--- src/rtl/soc_system_ledr_pio.sv ---
// soc_system_ledr_pio: Avalon-MM output PIO driving LEDs/pins with a
// software level register plus self-timed per-bit pulses.
// Ports: clk, reset (async, active-high), address[2:0], chipselect,
//   write_n, writedata[31:0], readdata[31:0] (registered, latency 1),
//   out_port[WIDTH-1:0] = level | pulse_active, irq (level, active-high).
// Optional build macro: LEDR_PIO_DONE_IRQ_EN adds the irq mask (addr 2)
//   and done-capture (addr 3, write-1-to-clear) registers; without it
//   those addresses read 0, ignore writes, and irq is tied low.
// Map: 0 level, 1 pulse_len, 2 mask, 3 capture, 4 outset, 5 outclear,
//   6 trigger, 7 pulse_active status.
module soc_system_ledr_pio #(
  parameter int WIDTH         = 10,
  parameter int PULSE_W       = 16,
  parameter int RESET_VALUE   = 0,
  parameter int DEFAULT_PULSE = 1000
) (
  input  logic             clk,
  input  logic             reset,
  input  logic [2:0]       address,
  input  logic             chipselect,
  input  logic             write_n,
  input  logic [31:0]      writedata,
  output logic [31:0]      readdata,
  output logic [WIDTH-1:0] out_port,
  output logic             irq
);

  localparam logic [WIDTH-1:0]   RST_LEVEL = WIDTH'(RESET_VALUE);
  localparam logic [PULSE_W-1:0] RST_PLEN  = PULSE_W'(DEFAULT_PULSE);
  localparam logic [PULSE_W-1:0] ONE       = PULSE_W'(1);

  localparam logic [2:0] A_LEVEL  = 3'd0;
  localparam logic [2:0] A_PLEN   = 3'd1;
  localparam logic [2:0] A_MASK   = 3'd2;
  localparam logic [2:0] A_CAPT   = 3'd3;
  localparam logic [2:0] A_SET    = 3'd4;
  localparam logic [2:0] A_CLR    = 3'd5;
  localparam logic [2:0] A_TRIG   = 3'd6;
  localparam logic [2:0] A_STATUS = 3'd7;

  logic               wr;
  logic [WIDTH-1:0]   wd;
  logic [PULSE_W-1:0] wd_plen;

  logic [WIDTH-1:0]   level;
  logic [PULSE_W-1:0] pulse_len;
  logic [PULSE_W-1:0] eff_len;
  logic [WIDTH-1:0]   pulse_active;
  logic [PULSE_W-1:0] cnt [WIDTH];

  logic [WIDTH-1:0]   trig;
  logic [WIDTH-1:0]   expire;
  logic [WIDTH-1:0]   done;

  logic [31:0]        rd_next;

  // Upper writedata bits are architecturally ignored.
  logic unused_bits;
  assign unused_bits = ^writedata;

  assign wr      = chipselect & ~write_n;
  assign wd      = writedata[WIDTH-1:0];
  assign wd_plen = writedata[PULSE_W-1:0];

  // A zero pulse length still yields a one-cycle pulse.
  assign eff_len = (pulse_len == '0) ? ONE : pulse_len;

  assign trig = (wr && address == A_TRIG) ? wd : '0;

  // A counter about to leave 1 ends its pulse; a retrigger on that
  // same edge reloads instead, so it is not a completion.
  always_comb begin
    expire = '0;
    for (int i = 0; i < WIDTH; i++) begin
      expire[i] = pulse_active[i] & (cnt[i] == ONE);
    end
  end

  assign done = expire & ~trig;

  assign out_port = level | pulse_active;

  // Level register with direct, set and clear write ports.
  always_ff @(posedge clk or posedge reset) begin
    if (reset) begin
      level <= RST_LEVEL;
    end else if (wr) begin
      case (address)
        A_LEVEL: level <= wd;
        A_SET:   level <= level | wd;
        A_CLR:   level <= level & ~wd;
        default: level <= level;
      endcase
    end
  end

  // Pulse length; only sampled at trigger time, so running
  // pulses keep the length they were started with.
  always_ff @(posedge clk or posedge reset) begin
    if (reset) begin
      pulse_len <= RST_PLEN;
    end else if (wr && address == A_PLEN) begin
      pulse_len <= wd_plen;
    end
  end

  // Per-bit down-counters and active flags.
  always_ff @(posedge clk or posedge reset) begin
    if (reset) begin
      pulse_active <= '0;
      for (int i = 0; i < WIDTH; i++) begin
        cnt[i] <= '0;
      end
    end else begin
      for (int i = 0; i < WIDTH; i++) begin
        if (trig[i]) begin
          cnt[i]          <= eff_len;
          pulse_active[i] <= 1'b1;
        end else if (pulse_active[i]) begin
          cnt[i] <= cnt[i] - ONE;
          if (expire[i]) begin
            pulse_active[i] <= 1'b0;
          end
        end
      end
    end
  end

`ifdef LEDR_PIO_DONE_IRQ_EN
  logic [WIDTH-1:0] mask;
  logic [WIDTH-1:0] capture;
  logic [WIDTH-1:0] capt_clr;

  assign capt_clr = (wr && address == A_CAPT) ? wd : '0;

  always_ff @(posedge clk or posedge reset) begin
    if (reset) begin
      mask <= '0;
    end else if (wr && address == A_MASK) begin
      mask <= wd;
    end
  end

  // Set beats clear when both land on the same edge.
  always_ff @(posedge clk or posedge reset) begin
    if (reset) begin
      capture <= '0;
    end else begin
      capture <= (capture & ~capt_clr) | done;
    end
  end

  assign irq = |(capture & mask);
`else
  logic unused_done;
  assign unused_done = ^done;
  assign irq = 1'b0;
`endif

  always_comb begin
    rd_next = '0;
    case (address)
      A_LEVEL:  rd_next = 32'(level);
      A_PLEN:   rd_next = 32'(pulse_len);
`ifdef LEDR_PIO_DONE_IRQ_EN
      A_MASK:   rd_next = 32'(mask);
      A_CAPT:   rd_next = 32'(capture);
`endif
      A_STATUS: rd_next = 32'(pulse_active);
      default:  rd_next = '0;
    endcase
  end

  // Registered read, independent of chipselect.
  always_ff @(posedge clk or posedge reset) begin
    if (reset) begin
      readdata <= '0;
    end else begin
      readdata <= rd_next;
    end
  end

endmodule

--- config.mk ---
export PLATFORM = sky130hd
export DESIGN_NAME = soc_system_ledr_pio
export DESIGN_NICKNAME = d
export VERILOG_FILES = /design/src/rtl/soc_system_ledr_pio.sv
export SDC_FILE = /design/constraint.sdc
export NUM_CORES = 1
export LEC_CHECK = 0
export CORE_MARGIN = 2
export CORE_UTILIZATION = 40
export CTS_CLUSTER_DIAMETER = 40
export DETAILED_ROUTE_END_ITERATION = 12
export PLACE_DENSITY = 0.67
export SYNTH_ARGS = -nofsm -noshare
export SYNTH_HDL_FRONTEND = slang
export SYNTH_SLANG_ARGS = --single-unit
--- constraint.sdc ---
create_clock -name clk -period 19.6 [get_ports clk]
set_input_delay 3.92 -clock clk [delete_from_list [all_inputs] [get_ports clk]]
set_output_delay 3.92 -clock clk [all_outputs]
set_load 0.02 [all_outputs]
==> parameters.txt, run 1 <==
Parameter                              Value

Clock network
  Later-pin clock latency in the skew report ... 0.51 ns
  # hold bufs at CTS ... 0
  Clock tree from TritonCTS ... built
  Number of clock sinks ... 212
  Clock-pin transition on the worst setup and hold timing paths ... 0.05 ns
  Post-cts resize count ... 0
  Depth of the CTS H-tree ... 2
  Post-CTS Setup Repair Bufs ... 0
  Clock root buffer master ... sky130_fd_sc_hd__clkbuf_16
  Buffers from clock root to sink, at most ... 3
  Number of buffers created by CTS ... 36

Die
  Area of the core ... about 27000 um2
  Chip width ... 171 um
  Ports placed on the boundary ... 82
  Number of rows in the core area ... 60
  Height of the die ... 171 um
  Initial Utilization ... 41.0%
  DIE AREA ... about 29000 um2

Drt
  Vias after detailed routing ... 8405
  DR vias/cell ... 5.16
  First-iteration detailed-routing DRC count ... 578
  Total wire length after detailed routing ... 27400 um
  Number of remaining DRC errors ... 0
  Residual antenna-violating net count after detailed routing ... 0
  Number of search-and-repair iterations in the first detailed-routing pass ... 5
  Average wire length per cell after detail routing ... 16.8 um

Setup path
  Kind of end point of the critical path ... flip-flop
  Largest incremental delay on the critical path ... 0.91 ns
  Crit path buf inv count ... 1
  Required time at the worst-slack endpoint ... about 20 ns
  Arr. time, crit path ... between 6 and 7 ns
  Startpoint types ... input pin
  Cell family contributing the most delay on the critical path ... simple AND/OR/NAND/NOR gates
  Slowest library cell on the worst path ... sky130_fd_sc_hd__nand3_1
  Worst Path Class, Setup ... input pin to flip-flop
  Crit-path cells ... clkdlybuf4s50_1 -> nor2_1 -> nand3_1 -> mux2_2
  Largest fanout on the critical path ... 16

STA
  Final hold violation count ... 0
  RSZ-0062 raised after global routing ... no
  Tcrit/Tclk final ... 32.4%
  Highest clock rate ... 0.158 GHz
  Actual transition at the worst max-transition pin ... 1.09 ns
  Final min period ... approximately 6.3 ns
  Final-layout setup total negative slack ... 0 ns
  Post-Route Skew ... 0.00977 ns
  Smallest hold slack ... 0.522 ns
  Setup violation total in the final timing report ... 0
  Final number of max-transition violations ... 0
  Worst relative slew slack ... 26.9%

Pwr
  Power per cell area ... 141 nW/um2
  Cell leakage power ... 5.21 nW
  Worst supply voltage drop on vdd ... 0.0000573 V

Yosys
  Count of different cell masters after synthesis ... 48
  Ranking of synthesized cells by area ... sky130_fd_sc_hd__dfrtp_1 46%, sky130_fd_sc_hd__xnor2_1 7.5%, sky130_fd_sc_hd__nor2_1 7.2%, sky130_fd_sc_hd__a21oi_1 7.1%, sky130_fd_sc_hd__xor2_1 3.9%
  Count of flip-flops with a built-in enable after synthesis ... 0
  Avg Inst Size Synth ... just over 9 um2
  Cell area after synthesis ... 11100 um2
  Share of synthesized area occupied by flip-flops and latches ... 47.8%
  Most frequently used cell type in the post-synthesis netlist ... sky130_fd_sc_hd__nor2_1
  Area share of the leading cell type in the synthesized netlist ... a little under half
  Flop and latch count out of synthesis ... 212
  Main flop type after synthesis ... sky130_fd_sc_hd__dfrtp_1
  Top post-synthesis cells by count ... 212 x sky130_fd_sc_hd__nor2_1, 206 x sky130_fd_sc_hd__dfrtp_1, 157 x sky130_fd_sc_hd__a21oi_1
  Yosys Warn Count ... 0
  Largest area contributor in the synthesized netlist ... sky130_fd_sc_hd__dfrtp_1
  Post-synthesis instance total ... about 1200
  Share of synthesized registers carrying an async set or reset ... 100%

Global route
  Largest net degree at the start of global routing ... ~130
  Initial antenna violation count ... 0
  Wire length of the first global-routing pass ... 43500 um
  Total global routing overflow ... 0
  Number of global-route vias before repair ... just over 8000
  Overall Global Routing Usage ... 19.2%

Cells and area
  Layout cells sized above 1 ... 10.8%
  Synthesis-to-layout area growth ... 17.9%
  Number of cells in the finished layout apart from fillers ... around 1600
  Number of nets in the final layout ... 1290
  Antenna Diode Count ... 0
  Final non-filler cell area ... around 13000 um2

Place
  Area after detailed placement ... 11800 um2
  Weighted congestion reported at the end of routability-driven placement ... between 0.8 and 0.9
  Number of placed cells counting well taps ... 1565
  Post-DP HPWL ... 16500 um
  Port Buffers ... 48

Status
  Run status ... finished clean

Worst hold path
  Path category of the worst min-delay check ... flip-flop to flip-flop

Job
  Max Cap Violations ... 0
## worst paths after layout
| path | start | end | depth (start not counted) | slack, ns |
|---|---|---|---|---|
| max | address[2] | pulse_len[11] | 4 | 13.26 |
| min | level[3] | level[3] | 2 | 0.52 |
| max reg2reg | pulse_len[14] | cnt[32] | 4 | 17.21 |
| min reg2reg | level[3] | level[3] | 2 | 0.52 |
| max in group asynchronous | reset | cnt[105] | 3 | 14.01 |
| min in group asynchronous | reset | cnt[62] | 2 | 3.98 |
## metal layers
layer / global-route usage [%] / part of all wire, %
met1: 25.6 / 46
met4: 6.95 / 3.1
met5: 0 / 0
met3: 3.05 / 3.8
met2: 31.6 / 47
## report_power, final
group	internal [mW]	switching [mW]
Sequential	0.587	0.168
Clock	0.443	0.229
Combinational	0.210	0.203
## stage by stage
stage	worst slack (ns)	utilization, %	power [mW]
floorplan	9.90	-	1.04
global placement	12.79	43.5	1.15
detailed placement	12.73	43.5	1.17
CTS	13.26	48.3	1.85
global route	13.13	48.3	1.95
finish	13.26	48.3	1.84
## worst reg2reg max path, stage by stage (launching register included)
cell and delay, ns:
sky130_fd_sc_hd__dfrtp_1 0.69, sky130_fd_sc_hd__nor4_1 0.56, sky130_fd_sc_hd__a41o_1 0.76, sky130_fd_sc_hd__nor2_1 0.12, sky130_fd_sc_hd__a21oi_1 0.17
## placed cells by master (no fill, tap or decap), drive strengths merged, types with 20 or more instances in the layout
| cell type | n |
|---|---|
| ha | 20 |
| or3 | 21 |
| nor2 | 212 |
| clkdlybuf4s50 | 48 |
| nand2 | 91 |
| nor3 | 37 |
| inv | 29 |
| o21ai | 23 |
| nor4 | 37 |
| xor2 | 49 |
| clkbuf | 43 |
| mux2 | 27 |
| a21oi | 157 |
| dfrtp | 206 |
| xnor2 | 95 |
## logic make-up after synthesis
| group | Yosys count | synth area share (%) |
|---|---|---|
| AOI/OAI and AO/OA | 201 | 9.53 |
| adders and majority gates | 20 | 2.25 |
| buffers and inverters | 107 | 4.27 |
| and+or+nand+nor | 483 | 21.1 |
| other | 1 | 0.0338 |
| muxes | 37 | 3.64 |
| xor gates and xnor gates | 144 | 11.4 |
| DFF | 212 | 47.8 |
## cell type report
cell class | count | area, um2
Clock buffer | 43 | 988
Clock inverter | 22 | 305
Fill cell | 2513 | 14000
Inverter | 22 | 90.1
Multi-Input combinational cell | 902 | 5380
Sequential cell | 212 | 5310
Tap cell | 372 | 465
Timing Repair Buffer | 57 | 548
## registers in the layout, indices dropped and copies added, names as in the netlist
name          count
pulse_active     10
level            10
pulse_len        16
readdata         16
cnt             160
(Power assumes the default switching activity.)
==> inputs of run 2 (changes only) <==
==> constraint.sdc (replaced) <==
create_clock -name clk -period 6.33 [get_ports clk]
set_input_delay 1.266 -clock clk [delete_from_list [all_inputs] [get_ports clk]]
set_output_delay 1.266 -clock clk [all_outputs]
set_load 0.02 [all_outputs]
==> parameters.txt, run 2 (synthesized netlist as in run 1, its figures left out) <==
Parameter                              Value

Cells and area
  Number of cells in the finished layout apart from fillers ... 1626 (-0.25%)
  Layout cells sized above 1 ... 10.7% (-0.13 points)
  Commonest non-fill, non-tap cells in the layout ... 212 x sky130_fd_sc_hd__nor2_1, 206 x sky130_fd_sc_hd__dfrtp_1, 157 x sky130_fd_sc_hd__a21oi_1
  Synthesis-to-layout area growth ... 17.2%
  Storage cell area ... 5310 um2 (unchanged)
  Regs by FF count ... cnt x160, pulse_len x16, readdata x16
  Antenna Diode Count ... 0 (unchanged)
  Final non-filler cell area ... 13000 um2 (-0.55%)
  Max FFs per register ... 160 (unchanged)
  Fill cell instance count of the final layout ... 2511 (-0.080%)
  Top reg by flops ... cnt
  Multi-input gate area ... 5380 um2 (unchanged)
  Number of nets in the final layout ... 1285 (-0.39%)
  Leading cell type in the layout, fill and taps excluded ... sky130_fd_sc_hd__nor2_1

STA
  Worst relative slew slack ... 28.7% (+1.8 points)
  Tcrit/Tclk final ... 58.3%
  Post-Route Skew ... 0.0239 ns (+0.0141 ns)
  Actual transition at the worst max-transition pin ... 1.07 ns (-0.0263 ns)
  Final min period ... 3.69 ns
  RSZ-0062 raised after global routing ... no
  Final number of max-transition violations ... 0 (unchanged)
  Smallest hold slack ... 0.530 ns (+0.00792 ns)
  Final hold violation count ... 0 (unchanged)
  Final-layout setup total negative slack ... 0 ns (unchanged)
  Setup violation total in the final timing report ... 0 (unchanged)
  Highest clock rate ... 0.271 GHz

Global route
  Wire length of the first global-routing pass ... 44100 um (+1.4%)
  Initial antenna violation count ... 0 (unchanged)
  Number of global-route vias before repair ... 8288 (+0.95%)
  Largest net degree at the start of global routing ... 120 (-9.1%)
  Total global routing overflow ... 0 (unchanged)
  Overall Global Routing Usage ... 19.4% (+0.27 points)

Setup path
  Critical R2R Launch ... cnt[98]
  Required time at the worst-slack endpoint ... 6.72 ns (-13.26 ns)
  R2R Path End ... cnt[105]
  Startpoint types ... input pin
  Slack of the worst reg-to-reg path ... 4.04 ns (-13.17 ns)
  Count of cells along the worst register-to-register path ... 5 (+1)
  Arr. time, crit path ... 4.07 ns (-2.66 ns)
  Kind of end point of the critical path ... flip-flop
  Capture point of the worst path ... cnt[145]
  Largest fanout on the critical path ... 32 (+16)
  Launching instance or port of the critical path ... address[2]
  Worst Path Class, Setup ... input pin to flip-flop

Die
  Area of the core ... 27100 um2 (unchanged)
  Height of the die ... 171 um (unchanged)
  Ports placed on the boundary ... 82 (unchanged)
  Chip width ... 171 um (unchanged)
  Initial Utilization ... 41.0% (unchanged)
  Number of rows in the core area ... 60 (unchanged)
  DIE AREA ... 29100 um2 (unchanged)

Place
  Area after detailed placement ... 11800 um2 (-0.24%)
  Weighted congestion reported at the end of routability-driven placement ... 0.816 (+0.60%)
  Number of placed cells counting well taps ... 1560 (-0.32%)
  Post-DP HPWL ... 16800 um (+2.2%)
  Port Buffers ... 48 (unchanged)

Pwr
  Net switching power of the design ... 1.88 mW (+210%)
  Worst supply voltage drop on vdd ... 0.000198 V (+250%)
  Gate power share ... 21.7% (-0.7 points)
  Sw Share ... 33.5% (+0.84 points)
  Cell leakage power ... 5.16 nW (-0.92%)
  Flop pwr share ... 42.9% (+1.8 points)
  Overall Power ... 5.61 mW (+200%)
  Internal Dissipation ... 3.73 mW (+200%)
  Power per cell area ... 431 nW/um2 (+210%)
  Share of total power in the clock network ... 35.4% (-1.1 points)

Clock network
  Buffers from clock root to sink, at most ... 3 (unchanged)
  # hold bufs at CTS ... 0 (unchanged)
  Later-pin clock latency in the skew report ... 0.52 ns (about the same)
  Clock-pin transition on the worst setup and hold timing paths ... 0.05 ns (about the same)
  Number of clock sinks ... 212 (unchanged)
  Depth of the CTS H-tree ... 2 (unchanged)
  Post-CTS Setup Repair Bufs ... 0 (unchanged)
  Number of buffers created by CTS ... 36 (unchanged)
  Clock tree from TritonCTS ... built
  Post-cts resize count ... 0 (unchanged)
  Clock root buffer master ... sky130_fd_sc_hd__clkbuf_16

Drt
  Number of search-and-repair iterations in the first detailed-routing pass ... 5 (unchanged)
  Residual antenna-violating net count after detailed routing ... 0 (unchanged)
  Average wire length per cell after detail routing ... 16.9 um (+0.67%)
  First-iteration detailed-routing DRC count ... 585 (+1.2%)
  DR vias/cell ... 5.22 (+1.2%)
  Total wire length after detailed routing ... 27500 um (+0.42%)
  Vias after detailed routing ... 8487 (+0.98%)
  Number of remaining DRC errors ... 0 (unchanged)

Worst hold path
  Worst Hold Depth ... 2 (unchanged)
  Path category of the worst min-delay check ... flip-flop to flip-flop

Job
  Max Cap Violations ... 0 (unchanged)

Status
  Run status ... finished clean
[run 2: power by group through the flow]
stage	combinational, mW	clock (mW)	sequential [mW]
2_1_floorplan	1.04	0	2.19
3_3_place_gp	1.16	0	2.39
3_5_place_dp	1.21	0	2.41
4_1_cts	1.23	2.03	2.40
5_1_grt	1.38	2.09	2.47
6_report	1.22	1.99	2.41
[run 2: through the flow]
stage | utilization (%) | setup slack [ns]
CTS | 48.0 | 2.70
detailed placement | 43.4 | 2.17
global route | 48.0 | 2.57
floorplan | - | 2.31
finish | 48.0 | 2.64
global placement | 43.4 | 2.23
[run 2: how the worst min path moves through the flow]
| stage | startpoint | end | slack, ns |
|---|---|---|---|
| 4_1_cts | level[3] | level[3] | 0.53 |
| 3_5_place_dp | level[4] | level[4] | 0.52 |
| 5_1_grt | level[6] | level[6] | 0.57 |
| 2_1_floorplan | level[2] | level[2] | 0.48 |
| 6_report | level[6] | level[6] | 0.53 |
| 3_3_place_gp | level[3] | level[3] | 0.51 |
[run 2: critical path, stage by stage]
cell and delay, ns:
sky130_fd_sc_hd__clkdlybuf4s50_1 0.78, sky130_fd_sc_hd__and4b_1 0.71, sky130_fd_sc_hd__nand2_1 0.78, sky130_fd_sc_hd__mux2_2 0.53
[run 2: layer usage]
metal / share of wire, % / vias up / track usage (%) / wire length, um
met5: 0 / - / 0 / 0
met4: 3.1 / 0 / 7.06 / 845
met3: 4.5 / 56 / 3.28 / 1250
met2: 49 / 186 / 32.5 / 13400
met1: 44 / 4137 / 25.4 / 12000
li1: - / 4108 / - / -
[run 2: layout make-up]
cell class,instances,area share [%]
Tap cell,372,3.58
Inverter,22,0.663
Timing Repair Buffer,52,4.02
Clock buffer,39,7.32
Sequential cell,212,40.8
Clock inverter,27,2.29
Multi-Input combinational cell,902,41.3
